## src/rtl/uart_pkg.sv

```systemverilog
// Shared UART definitions: frame-state encoding and default link parameters
// common to the transmitter and the companion receiver.
package uart_pkg;

  localparam int unsigned UART_DATA_BITS    = 8;
  localparam int unsigned UART_CLKS_PER_BIT = 217;

  typedef enum logic [1:0] {
    ST_IDLE  = 2'd0,
    ST_START = 2'd1,
    ST_DATA  = 2'd2,
    ST_STOP  = 2'd3
  } uart_state_e;

endpackage

```

## src/rtl/uart_baud_tick.sv

```systemverilog
// Bit-period timer: counts clk_in cycles and flags the last cycle of each
// serial bit; clr holds it at the start of a bit period.
module uart_baud_tick
  import uart_pkg::*;
#(
  parameter int unsigned CLKS_PER_BIT = UART_CLKS_PER_BIT
) (
  input  logic clk_in,
  input  logic rst,
  input  logic clr,
  output logic tick
);

  localparam int unsigned   CW   = $clog2(CLKS_PER_BIT);
  localparam logic [CW-1:0] LAST = CW'(CLKS_PER_BIT - 1);

  logic [CW-1:0] cnt;

  assign tick = (cnt == LAST);

  always_ff @(posedge clk_in) begin
    if (rst || clr) begin
      cnt <= '0;
    end else if (tick) begin
      cnt <= '0;
    end else begin
      cnt <= cnt + CW'(1);
    end
  end

endmodule

```

## src/rtl/fifo_uart_tx.sv

```systemverilog
// UART transmitter fed from a first-word-fall-through sync FIFO: pops one word
// per frame and shifts it out as start, DATA_BITS data (LSB first), stop.
module fifo_uart_tx
  import uart_pkg::*;
#(
  parameter int unsigned DATA_BITS    = UART_DATA_BITS,
  parameter int unsigned CLKS_PER_BIT = UART_CLKS_PER_BIT
) (
  input  logic                 clk_in,
  input  logic                 rst,
  input  logic                 fifo_empty,
  input  logic [DATA_BITS-1:0] fifo_rd_data,
  output logic                 fifo_rd_en,
  output logic                 tx,
  output logic                 busy,
  output logic                 tx_done
);

  localparam int unsigned    BCW      = $clog2(DATA_BITS) + 1;
  localparam logic [BCW-1:0] LAST_BIT = BCW'(DATA_BITS - 1);

  uart_state_e          state;
  logic [DATA_BITS-1:0] shift_reg;
  logic [BCW-1:0]       bit_cnt;
  logic                 tick;
  logic                 baud_clr;

  // Holding the timer clear in IDLE makes START last exactly one bit period.
  assign baud_clr = (state == ST_IDLE);

  uart_baud_tick #(
    .CLKS_PER_BIT(CLKS_PER_BIT)
  ) u_baud (
    .clk_in(clk_in),
    .rst   (rst),
    .clr   (baud_clr),
    .tick  (tick)
  );

  assign fifo_rd_en = (state == ST_IDLE) && !fifo_empty && !rst;
  assign busy       = (state != ST_IDLE);
  assign tx_done    = (state == ST_STOP) && tick;

  always_ff @(posedge clk_in) begin
    if (rst) begin
      state     <= ST_IDLE;
      tx        <= 1'b1;
      shift_reg <= '0;
      bit_cnt   <= '0;
    end else begin
      case (state)
        ST_IDLE: begin
          if (!fifo_empty) begin
            shift_reg <= fifo_rd_data;
            bit_cnt   <= '0;
            tx        <= 1'b0;
            state     <= ST_START;
          end else begin
            tx <= 1'b1;
          end
        end
        ST_START: begin
          if (tick) begin
            tx        <= shift_reg[0];
            shift_reg <= shift_reg >> 1;
            state     <= ST_DATA;
          end
        end
        ST_DATA: begin
          // tx is registered, so each tick presents the next bit one edge ahead
          if (tick) begin
            if (bit_cnt == LAST_BIT) begin
              tx    <= 1'b1;
              state <= ST_STOP;
            end else begin
              tx        <= shift_reg[0];
              shift_reg <= shift_reg >> 1;
              bit_cnt   <= bit_cnt + BCW'(1);
            end
          end
        end
        ST_STOP: begin
          if (tick) begin
            state <= ST_IDLE;
          end
        end
        default: state <= ST_IDLE;
      endcase
    end
  end

endmodule

```

## config.mk

```make
export PLATFORM = sky130hd
export DESIGN_NAME = fifo_uart_tx
export DESIGN_NICKNAME = d
export VERILOG_FILES = /design/src/rtl/uart_pkg.sv /design/src/rtl/uart_baud_tick.sv /design/src/rtl/fifo_uart_tx.sv
export SDC_FILE = /design/constraint.sdc
export NUM_CORES = 1
export LEC_CHECK = 0
export CORE_MARGIN = 2
export CORE_UTILIZATION = 53
export DETAILED_ROUTE_END_ITERATION = 12
export PLACE_DENSITY = 0.78
export SLEW_MARGIN = 10
export SYNTH_ARGS = -nofsm -noshare
export SYNTH_HDL_FRONTEND = slang
export SYNTH_SLANG_ARGS = --single-unit
```

## constraint.sdc

```tcl
create_clock -name clk_in -period 3.65 [get_ports clk_in]
set_input_delay 0.73 -clock clk_in [delete_from_list [all_inputs] [get_ports clk_in]]
set_output_delay 0.73 -clock clk_in [all_outputs]
set_load 0.03 [all_outputs]
```

# Word-level counts from Yosys, hierarchy flattened
# Index checks and enable logic that the tools add are counted.
# op_classes
n_addsub,2
n_eq_ne,11
mux,20
n_reduce_logical,15
# op_table
op,n
$mux 8,4
$pmux 8 s3,1
$mux 4,3
$ne 2x2->1 const B,6
$mux 2,5
$reduce_and 5->1,2
$add 8x1->8 const B,1
$eq 8x8->1 const B,1
$pmux 2 s4,1
$pmux 4 s2,1
$add 4x1->4 const B,1
$eq 2x2->1 const B,2
$eq 4x3->1 const B,1
$mux 1,4
$reduce_and 4->1,1
$reduce_bool 2->1,2
$logic_and 1x1->1,3
$pmux 1 s3,1
$reduce_and 3->1,1
$reduce_bool 3->1,1
$eq 2x1->1 const B,1
$logic_not 1->1,2
$logic_not 2->1,1
$reduce_or 2->1,1
$logic_or 1x1->1,1
# totals
reg_bits,23
in_bits,11
elab_cells,53

# Logic depth before layout (Yosys ltp)
# depth
depth_word,4
depth_mapped,8
mapped_depth_nobuf,6

# Modules after synthesis
# Synthesis repeated with hierarchy kept, for this count alone.
# hier_totals
hier_cells,135
area_unflattened_um2,1234.9
# modules_own_cells
module,instances,cells_each,area_per_inst_um2,seq_area_each_um2
fifo_uart_tx,1,95,869.6,300.3
uart_baud_tick,1,40,365.4,160.2

# Worst setup path after synthesis
# No wires, ideal clock.
# synth_path
path_kind,input to output
from,input port fifo_empty
to,output port fifo_rd_en
arrival_ps,1445
t_required_ps,2920
slack_ps,1475
path_stages,2
n_path_buf,0
path_cell_list,or2b_2 > nor2_1
# synth_via
elab_chain_cells,3
# synth_lines
element,line,rtl
"start, declared",fifo_uart_tx.sv:11,"input logic fifo_empty,"
$logic_not 1->1,--,
$logic_and 1x1->1 (2 in series),fifo_uart_tx.sv:40,assign fifo_rd_en = (state == ST_IDLE) && !fifo_empty && !rst;
"end, declared",fifo_uart_tx.sv:13,"output logic fifo_rd_en,"
# Every way passes these cells.

# Worst setup path in the final report
# Same ends and word-level chain as after synthesis.

==> run summary <==
Critical Path Source Type = primary input
Synth unique cells = 37
Kind of end point of the critical path = output pin
Via count = 1,075
Synthesized area per cell = 9.271 sq um
Critical path class = primary input to output pin
Non-Filler Instances = 180
CTS Buffer Depth = 2
CTS Root Cell = clkbuf_4
Finish-stage setup viols = 0
Reg clk slew, reported paths = 0.13 ns
Post CTS Setup Buffer Count = 0
Inst Count DP = 176
H-tree Lvls = 1
# resized after CTS = 0
Via density = 5.972
Drt wl/cell = 14.83 um
WP data required = 2.92 ns
Flop2flop setup slack = 1.53 ns
GRT Total Usage = 0.2094
Maximum clock frequency = 331.2 MHz
Clk Latency, worst-skew pair = 0.32 ns
Die W = 53.31 um
Post-Syn Area = 1289 sq um
Area growth from synthesis to layout = 12.82%
Synth warn = 0
Inserted Clock Buffers = 3
Row cnt = 17
DP HPWL = 1966 um
Crit path time final = 3.020 ns
DR pass1 iterations = 4
Mapped Cells = 139
Slew margin rel. = 0.6372
Register area share after synthesis = 0.3573
IO Pins = 15
Power Density = 573.9 nW/um^2
TritonCTS clock tree = yes
Endpoints failing hold = 0
Vias in the first global route = 1,001
Pleak = 0.0005948 uW
Post-Syn Nets = 159
Final period util = 0.8273
DRC = 0
Share of cells above drive strength 1 = 0.07895
Pins Over Slew Limit = 0
RSZ-0062 raised after global routing = false
Initial antenna violation count = 0
Largest net degree at the start of global routing = 17
Die Ht = 53.31 um
Clock sinks = 23
Status = complete, no violations
Peak supply drop = 358.0 uV
# hold bufs at CTS = 0
Inserted Diodes = 0
RD Place Congestion = 0.7934
I/O Buffers = 14
Max Cap Viol = 0
Arr. time, crit path = 2.29 ns
Final nets = 173
Setup_tns = 0 ns
Starting density of the core = 0.5716
Final Skew = 0.002950 ns
Slew at the pin closest to its max-slew limit = 0.5442 ns
Gr ovfl total = 0
Worst min-delay path class = flip-flop to flip-flop
Crit Path Max Fanout = 4
DR iter-0 viols = 21
Routed Antenna Nets = 0
Final WL = 2669 um
Tot Pwr = 834.3 uW
First-pass GRT wire length = 4333 um
Synth Register Bits = 23
CORE AREA = 2255 sq um
DIE AREA = 2842 sq um
-- placed cells by master, fill, tap and decap left out, types with 2 or more instances in the layout --
cell type	synthesis	routed
a21oi_1	11	11
a311oi_1	9	9
and2_1	2	2
and3_1	2	2
and4b_2	2	2
clkbuf_4	0	3
clkdlybuf4s50_1	0	14
dfxtp_1	23	23
ha_1	9	9
inv_1	9	9
mux2i_1	8	8
nand2_1	7	7
nand3_1	9	9
nand3b_1	2	2
nand4b_1	2	2
nor2_1	11	11
nor3_1	2	2
o211a_1	2	2
o21ai_0	2	2
o221ai_1	2	2
o31ai_1	2	2
xor2_1	5	5
-- final cells by class --
class / instances / area, sq um
timing repair buffer: 15 / 147.6
clock inverter: 1 / 5.005
multi-input combinational: 101 / 749.5
inverter: 9 / 33.78
fill: 203 / 800.8
clock buffer: 3 / 22.52
tap: 28 / 35.03
sequential: 23 / 460.4
-- final timing paths --
| kind | startpoint | to | cells past startpoint |
|---|---|---|---|
| setup / recovery | fifo_empty | fifo_rd_en | 4 |
| hold / removal | shift_reg[7]$_SDFFE_PP0P_ | shift_reg[7]$_SDFFE_PP0P_ | 2 |
| setup reg to reg | state[0]$_SDFFE_PP0P_ | shift_reg[6]$_SDFFE_PP0P_ | 6 |
| hold reg to reg | shift_reg[7]$_SDFFE_PP0P_ | shift_reg[7]$_SDFFE_PP0P_ | 2 |
-- power by group --
part           switching (uW)  total [uW]  leakage, uW  internal [uW]
clock                    79.5         121    0.0000177           41.0
combinational             218         376     0.000389            158
sequential               36.8         338     0.000188            301
-- metal layers --
metal,vias to the layer above,GRT usage,wire length [um]
met1,512,0.2453,1184
met5,-,0,0
met4,0,0.08974,53
met2,18,0.3704,1360
li1,539,-,-
met3,6,0.03390,70
-- per-stage QoR --
| step | cell area (sq um) | util | worst slack (ns) | hold slack, ns |
|---|---|---|---|---|
| floorplan | 1289 | - | 1.475 | 0.4485 |
| global placement | 1426 | 0.6326 | 0.6811 | 0.4694 |
| detailed placement | 1426 | 0.6326 | 0.6459 | 0.4735 |
| CTS | 1454 | 0.6448 | 0.6157 | 0.4950 |
| global route | 1454 | 0.6448 | 0.5383 | 0.5302 |
| finish | 1454 | 0.6448 | 0.6303 | 0.5011 |
-- cell usage after synthesis --
library cell / instances / area (sq um)
dfxtp_1: 23 / 460.4
a21oi_1: 11 / 55.05
nor2_1: 11 / 41.29
a311oi_1: 9 / 78.83
ha_1: 9 / 112.6
inv_1: 9 / 33.78
nand3_1: 9 / 45.04
mux2i_1: 8 / 80.08
nand2_1: 7 / 26.28
xor2_1: 5 / 43.79
and2_1: 2 / 12.51
and3_1: 2 / 12.51
and4b_2: 2 / 22.52
clkbuf_1: 2 / 7.510
nand3b_1: 2 / 15.01
nand4b_1: 2 / 17.52
nor3_1: 2 / 10.01
o211a_1: 2 / 20.02
o21ai_0: 2 / 10.01
o221ai_1: 2 / 17.52
o31ai_1: 2 / 15.01
a21o_2: 1 / 8.760
a31oi_1: 1 / 6.260
and3_2: 1 / 7.510
and4bb_2: 1 / 12.51
buf_2: 1 / 5.000
buf_4: 1 / 7.510
buf_6: 1 / 11.26
clkbuf_8: 1 / 13.76
nand4_1: 1 / 6.260
nand4b_4: 1 / 23.77
o2111ai_1: 1 / 8.760
o211ai_1: 1 / 7.510
o31a_1: 1 / 8.760
or2b_2: 1 / 8.760
or3_1: 1 / 6.260
xnor2_1: 1 / 8.760
-- worst max-delay path: stages --
cell             delay [ns]
clkdlybuf4s50_1        0.44
or2b_2                 0.34
nor2_1                 0.10
clkdlybuf4s50_1        0.67
-- cell families (layout without fill, tap and decap cells) --
kind of cell,after synthesis,in the layout,share of synthesized area
AND/OR/NAND/NOR,45,45,0.2078
AO/OA/AOI/OAI,33,33,0.1835
flip-flops,23,23,0.3573
buffers and inverters,15,28,0.06116
adder cells (fa/ha/maj),9,9,0.08738
multiplexers,8,8,0.06214
XOR/XNOR,6,6,0.04078
Note: power is estimated with default switching activity, not from simulation.
